<file path="config.mk">
export PLATFORM = sky130hd
export DESIGN_NAME = timer_counter
export DESIGN_NICKNAME = d
export VERILOG_FILES = /design/src/rtl/timer_counter_pkg.sv /design/src/rtl/counter_step.sv /design/src/rtl/timer_counter.sv
export SDC_FILE = /design/constraint.sdc
export NUM_CORES = 1
export LEC_CHECK = 0
export BUFFER_PORTS_ARGS = -buffer_cell sky130_fd_sc_hd__buf_2
export CAP_MARGIN = 20
export CORE_MARGIN = 3
export CORE_UTILIZATION = 50
export DETAILED_ROUTE_END_ITERATION = 12
export GPL_TIMING_DRIVEN = 0
export HOLD_SLACK_MARGIN = 0.03
export PLACE_DENSITY = 0.74
export RECOVER_POWER = 25
export SKIP_LAST_GASP = 1
export SLEW_MARGIN = 0
export SYNTH_ARGS = -nofsm -noshare
export SYNTH_HDL_FRONTEND = slang
export SYNTH_SLANG_ARGS = --single-unit
</file>
<file path="constraint.sdc">
create_clock -name clk -period 6.47 [get_ports clk]
set_input_delay 1.941 -clock clk [delete_from_list [all_inputs] [get_ports clk]]
set_output_delay 1.941 -clock clk [all_outputs]
set_load 0.05 [all_outputs]
</file>
<file path="src/rtl/timer_counter_pkg.sv">
// rtl/timer_counter_pkg.sv - shared boundary-mode and direction constants for the timer counter
package timer_counter_pkg;

  localparam int MODE_WRAP    = 0;
  localparam int MODE_SAT     = 1;
  localparam int MODE_ONESHOT = 2;

  localparam logic DIR_UP   = 1'b0;
  localparam logic DIR_DOWN = 1'b1;

endpackage

</file>
<file path="src/rtl/counter_step.sv">
// rtl/counter_step.sv - combinational next-count and boundary detection for one counter channel
module counter_step
  import timer_counter_pkg::*;
#(
  parameter int              WIDTH = 32,
  parameter longint unsigned INC   = 1,
  parameter longint unsigned TOP   = (64'd1 << WIDTH) - 1,
  parameter int              MODE  = MODE_WRAP
) (
  input  logic [WIDTH-1:0] i_count,
  input  logic             i_dir,
  output logic [WIDTH-1:0] o_next,
  output logic             o_boundary
);

  localparam logic [WIDTH-1:0] TOP_W = WIDTH'(TOP);
  localparam logic [WIDTH-1:0] INC_W = WIDTH'(INC);
  localparam logic [WIDTH:0]   TOP_X = (WIDTH+1)'(TOP);

  // Up-count sum carries one extra bit so a step past TOP is never lost to overflow
  logic [WIDTH:0]   w_sum;
  logic [WIDTH-1:0] w_diff;
  logic             w_up_bnd;
  logic             w_dn_bnd;

  assign w_sum    = {1'b0, i_count} + {1'b0, INC_W};
  assign w_diff   = i_count - INC_W;
  assign w_up_bnd = (w_sum > TOP_X);
  assign w_dn_bnd = (i_count < INC_W);

  always_comb begin
    o_boundary = 1'b0;
    o_next     = i_count;
    if (i_dir == DIR_DOWN) begin
      o_boundary = w_dn_bnd;
      if (!w_dn_bnd)               o_next = w_diff;
      else if (MODE == MODE_SAT)   o_next = '0;
      else                         o_next = TOP_W;
    end else begin
      o_boundary = w_up_bnd;
      if (!w_up_bnd)               o_next = w_sum[WIDTH-1:0];
      else if (MODE == MODE_SAT)   o_next = TOP_W;
      else                         o_next = '0;
    end
  end

endmodule

</file>
<file path="src/rtl/timer_counter.sv">
// rtl/timer_counter.sv - parametrised up/down timer with wrap/sat/one-shot modes and sticky compare irq
module timer_counter
  import timer_counter_pkg::*;
#(
  parameter int              WIDTH     = 32,
  parameter longint unsigned INC       = 1,
  parameter longint unsigned TOP       = (64'd1 << WIDTH) - 1,
  parameter longint unsigned RESET_VAL = 0,
  parameter int              MODE      = MODE_WRAP
) (
  input  logic             clk,
  input  logic             resetn,
  input  logic             en,
  input  logic             dir,
  input  logic             load,
  input  logic [WIDTH-1:0] load_value,
  input  logic [WIDTH-1:0] cmp_value,
  input  logic             irq_clr,
  output logic [WIDTH-1:0] count,
  output logic             irq,
  output logic             wrap,
  output logic             done
);

  localparam logic [WIDTH-1:0] TOP_W   = WIDTH'(TOP);
  localparam logic [WIDTH-1:0] RESET_W = WIDTH'(RESET_VAL);

  generate
    if (WIDTH < 2 || WIDTH > 32 || INC == 0 || INC > TOP || RESET_VAL > TOP ||
        (TOP >> WIDTH) != 0 || MODE < 0 || MODE > 2) begin : g_bad_params
      $error("timer_counter: illegal parameter combination");
    end
  endgenerate

  logic [WIDTH-1:0] r_count;
  logic             r_irq;
  logic             r_wrap;
  logic             r_done;
  logic [WIDTH-1:0] w_next;
  logic             w_boundary;
  logic [WIDTH-1:0] w_load_clamped;

  counter_step #(
    .WIDTH (WIDTH),
    .INC   (INC),
    .TOP   (TOP),
    .MODE  (MODE)
  ) u_step (
    .i_count    (r_count),
    .i_dir      (dir),
    .o_next     (w_next),
    .o_boundary (w_boundary)
  );

  assign w_load_clamped = (load_value > TOP_W) ? TOP_W : load_value;

  // Priority: reset > load > step > hold; a compare match on a step beats irq_clr
  always_ff @(posedge clk) begin
    if (!resetn) begin
      r_count <= RESET_W;
      r_irq   <= 1'b0;
      r_wrap  <= 1'b0;
      r_done  <= 1'b0;
    end else if (load) begin
      r_count <= w_load_clamped;
      r_wrap  <= 1'b0;
      r_done  <= 1'b0;
      if (irq_clr) r_irq <= 1'b0;
    end else if (en && !r_done) begin
      r_count <= w_next;
      r_wrap  <= w_boundary;
      if (MODE == MODE_ONESHOT && w_boundary) r_done <= 1'b1;
      if (w_next == cmp_value) r_irq <= 1'b1;
      else if (irq_clr)        r_irq <= 1'b0;
    end else begin
      r_wrap <= 1'b0;
      if (irq_clr) r_irq <= 1'b0;
    end
  end

  assign count = r_count;
  assign irq   = r_irq;
  assign wrap  = r_wrap;
  assign done  = r_done;

endmodule
</file>
==> summary by stage <==
Outcome
The flow ran to the end, and the final reports show no timing, DRC or antenna violations.

Timing
For this run, the top clock speed supported by timing is about 180 MHz. Setup violations remaining at the end of the flow were counted as 0. The final number of hold-violating endpoints came to 0.

The max-slew violation count is 0. The worst pin sits at a relative slew slack of slightly above 20%. Dividing the final minimum period by the clock period gives 87.7%.

Setup total negative slack on the finished layout was measured at 0 ps. Setup repair after global routing left no endpoint under its margin. The slew at the pin closest to its max-slew limit is approximately 1200 ps. The worst path needs 5670 ps of the cycle, external delays included. On the final layout, the worst clock skew is 6.47 ps.

Power
Registers are responsible for 28.0% of the overall power. Cell internal power was estimated by the tool at 0.000464 W. The completed layout was analyzed and its total power is roughly 0.00089 W. In this run, the clock network consumes between 20% and 30% of the power.

For this design the total switching power over the nets is 0.000430 W. The leakage power of the design is around 2.1 nW. The worst voltage drop across the vdd grid is 0.112 mV. In this run the power density over the cells is approximately 150 mW/mm^2. The switching share of total power is 48.1%. Combinational logic burns 49.8% of the power.

Synth
The average footprint of a synthesized cell is 6.98 sq um. After synthesis, the cell types taking the most area are dfxtp_1 (13%), nor4_1 (5.2%), nand2_1 (4.0%). The number of enable flip-flop cells after synthesis is 0. Summing every instance area after synthesis gives 0.00505 sq mm.

The post-synthesis sequential area ratio is 13.5%. The async set or reset register ratio after synthesis is 0%. Synthesis instantiated 89 different standard cells from the library. The net count of the mapped netlist is 796. The primary flip-flop cell chosen by synthesis mapping is dfxtp_1. The count of state elements after synthesis is 34. The biggest area consumer among synthesized cells is dfxtp_1. The share of Yosys cell area claimed by the top area cell type is between 10 and 15%. The count of mapped cells out of synthesis is 723. The total of warnings raised by yosys is 0.

GRT
The via count of the first global-routing pass is 6,700. For met3 alone, demand over resource in global routing was roughly a fifth. The overall global routing resource usage is 45.8%.

The maximum number of pins on one net before global-route repair is 11. The busiest layer in global routing is met2. After global routing the overflow that remains totals 0. The fraction of met2 tracks used by global routing is 65.1%. The initial antenna violation count was 0. The met1 usage is 58.5%.

The first global-routing pass estimated 39,500 um of wire.

Clock tree
The longest clock path from root to sink contains 2 buffers. In this run, post-CTS hold repair placed 0 buffers. The post-cts gate resize count is 0.

The number of clock buffers added by TritonCTS is 5. The register clock-pin slew on the reported worst setup and hold paths is 80 ps. The root buffer cell chosen for the clock tree is clkbuf_8. At the later pin of the worst-skew pair, clock insertion delay measures 300 ps.

The number of H-tree levels is 2. The number of setup buffers added after CTS is 0. TritonCTS built the clock tree.

Counting every sink on the clock net gives 34.

Setup path
The delay contributed by the slowest stage of the critical path is around 630 ps. The required time at the endpoint of the critical path is 6710 ps. The critical-path cell with the highest stage delay is clkbuf_1. The worst setup path is of the input port to flip-flop kind.

Data on the critical path arrives at its endpoint at 5920 ps. The critical path goes through buf_2 > clkbuf_1 > buf_1 > clkbuf_1 > clkbuf_1 > a21oi_1 > a311oi_1 > a31oi_1 > a222oi_1 > nor4bb_1 > nand4_1 > o21ai_1. STA classifies the critical path startpoint as an input port. The capturing element type of the critical path is a flip-flop. In this run the worst path has a maximum fanout of 10.

The cell occurring most often along the worst timing path is clkbuf_1.

Route
The residual antenna-violating net count after detailed routing is 0. For this block, the routed nets add up to ~27,000 um of wire. After the first detailed-routing iteration, the DRC count stood at 1,405. The first detailed-routing pass took 11 iterations.

For this run, design rule violations remaining after detail routing come to 0. The detailed router placed roughly 7,400 vias in this run. The detailed-route wire length per cell is ~28 um. After detailed routing, the number of vias per cell comes to 7.66.

Floorplanning
The chip height is 106 um. The die extent in x is 106 um. For this configuration, the core starts out at a cell density of 51.6%. In this run the count of I/O pins placed on the die edge is 105. The floorplan has 36 rows. The area of the core region is 0.00977 sq mm.

The floorplan step defined a die boundary enclosing between 0.01 and 0.015 sq mm.

Place
The congestion estimate from routability-driven global placement came to 1.09. The cell count after placement is about 960. The HPWL reported at the end of detailed placement is 21,100 um. Buffers placed on the I/O ports in this run total between 100 and 150.

Final layout
The final net count is between 900 and 1,000. After filler insertion, the fill cell instance count of the layout stands at 973. The fraction of final layout cells with drive strength greater than 1 is 15.5%.

The area growth from synthesis to final layout is 15.3%. Leaving out filler cells and counting taps, the final layout contains roughly 970. The number of antenna cells inserted is 0. The utilization after layout is 59.5%.

Hold path
The worst hold path belongs to the class flip-flop to flip-flop.

Run
The tool flagged a number of max-cap violations equal to 0.
==> cells in the mapped netlist, drive strengths merged (4+ instances only) <==
library cell  instances
inv                  27
and4                  8
or3                  15
a22oi                 7
o211a                20
dfxtp                34
o21a                  6
a21boi                8
o22ai                 8
o221ai               17
a211oi                5
and2                  6
o21ai                31
a21oi                28
nand4                25
xnor2                22
xor2                 13
nor3b                 4
mux2i                 6
nor4b                 6
nand3                35
nor2                 43
a221o                 8
nand2b                7
a31oi                10
clkbuf               51
nor3                 30
a311oi                4
and3                 10
a32oi                 8
nand2                54
or4                  18
nor2b                10
nor4                 44
buf                  15
o31a                  4
a221oi                5
==> path summary, 6_finish.rpt <==
check | from | endpoint | slack (ps) | cells after the start
max | dir | irq$_SDFF_PN0_ | 800 | 12
min | irq$_SDFF_PN0_ | irq$_SDFF_PN0_ | 480 | 2
max reg2reg | count[0]$_SDFFE_PN0P_ | count[16]$_SDFFE_PN0P_ | 1420 | 12
min reg2reg | irq$_SDFF_PN0_ | irq$_SDFF_PN0_ | 480 | 2
==> layout make-up <==
type                       count  area, sq um  share of cell area [%]
buffer                        66          284                    4.88
multi-input combinational    593         3970                    68.2
sequential                    34          681                    11.7
clock buffer                   8          110                    1.89
inverter                      30          113                    1.94
tap                          133          166                    2.86
timing repair buffer         103          494                    8.50
==> sequential cells by signal, summed over array words and instances (netlist names) <==
register and cells:
count 32, wrap 1, irq 1
==> power by group through the flow <==
stage	sequential, W	clock, W	combinational (W)
after floorplan	0.000296	0	0.000227
after global placement	0.000252	0	0.000416
after detailed placement	0.000253	0	0.000418
after CTS	0.000248	0.000196	0.000420
after global routing	0.000251	0.000202	0.000457
final	0.000251	0.000199	0.000445
==> critical path, delay by kind of cell <==
kind	cells	cell delay, ps
buffers and inverters	5	2360
AND/OR/NAND/NOR	2	570
AO/OA/AOI/OAI	5	1050
==> stage by stage <==
stage / hold WS [ps] / setup slack, ps / area (sq um)
global route: 520 / 831 / 5820
finish: 482 / 796 / 5820
floorplan: 700 / 1870 / 5050
detailed placement: 469 / 842 / 5730
CTS: 483 / 1100 / 5840
global placement: 461 / 856 / 5720
==> cell families (layout without fill, tap and decap cells) <==
logic type,count (synthesis),count (layout),share of synthesized area [%]
fa+ha+maj,3,3,0.744
buf+inv,96,207,7.86
simple gates,335,335,38.2
flops,34,34,13.5
xor+xnor,35,35,6.07
compound gates,212,212,32.2
other cells,1,1,0.0743
mux,7,7,1.41
==> cells in the final DEF, fill, tap and decap left out, types with 10 or more instances in the layout <==
| cell type | Yosys | routed |
|---|---|---|
| and3_1 | 10 | 10 |
| buf_2 | 8 | 94 |
| xnor2_1 | 22 | 22 |
| inv_1 | 26 | 26 |
| nor4_1 | 42 | 42 |
| nor2b_1 | 10 | 10 |
| o21ai_0 | 27 | 27 |
| clkbuf_1 | 51 | 68 |
| a21oi_1 | 28 | 28 |
| nor2_1 | 43 | 43 |
| o211a_1 | 20 | 20 |
| nand3_1 | 35 | 35 |
| nand2_1 | 54 | 54 |
| nand4_1 | 24 | 24 |
| o221ai_1 | 16 | 16 |
| xor2_1 | 13 | 13 |
| or4_1 | 15 | 15 |
| a31oi_1 | 10 | 10 |
| nor3_1 | 30 | 30 |
| or3_1 | 15 | 15 |
| dfxtp_1 | 34 | 34 |
==> routing by layer <==
| layer | wire length [um] | vias up | part of all wire [%] |
|---|---|---|---|
| met4 | 1960 | 0 | 7.2 |
| met1 | 9710 | 3374 | 36 |
| met3 | 4870 | 195 | 18 |
| li1 | - | 3067 | - |
| met5 | 0 | - | 0 |
| met2 | 10700 | 769 | 39 |
Note: power is estimated with default switching activity, not from simulation.
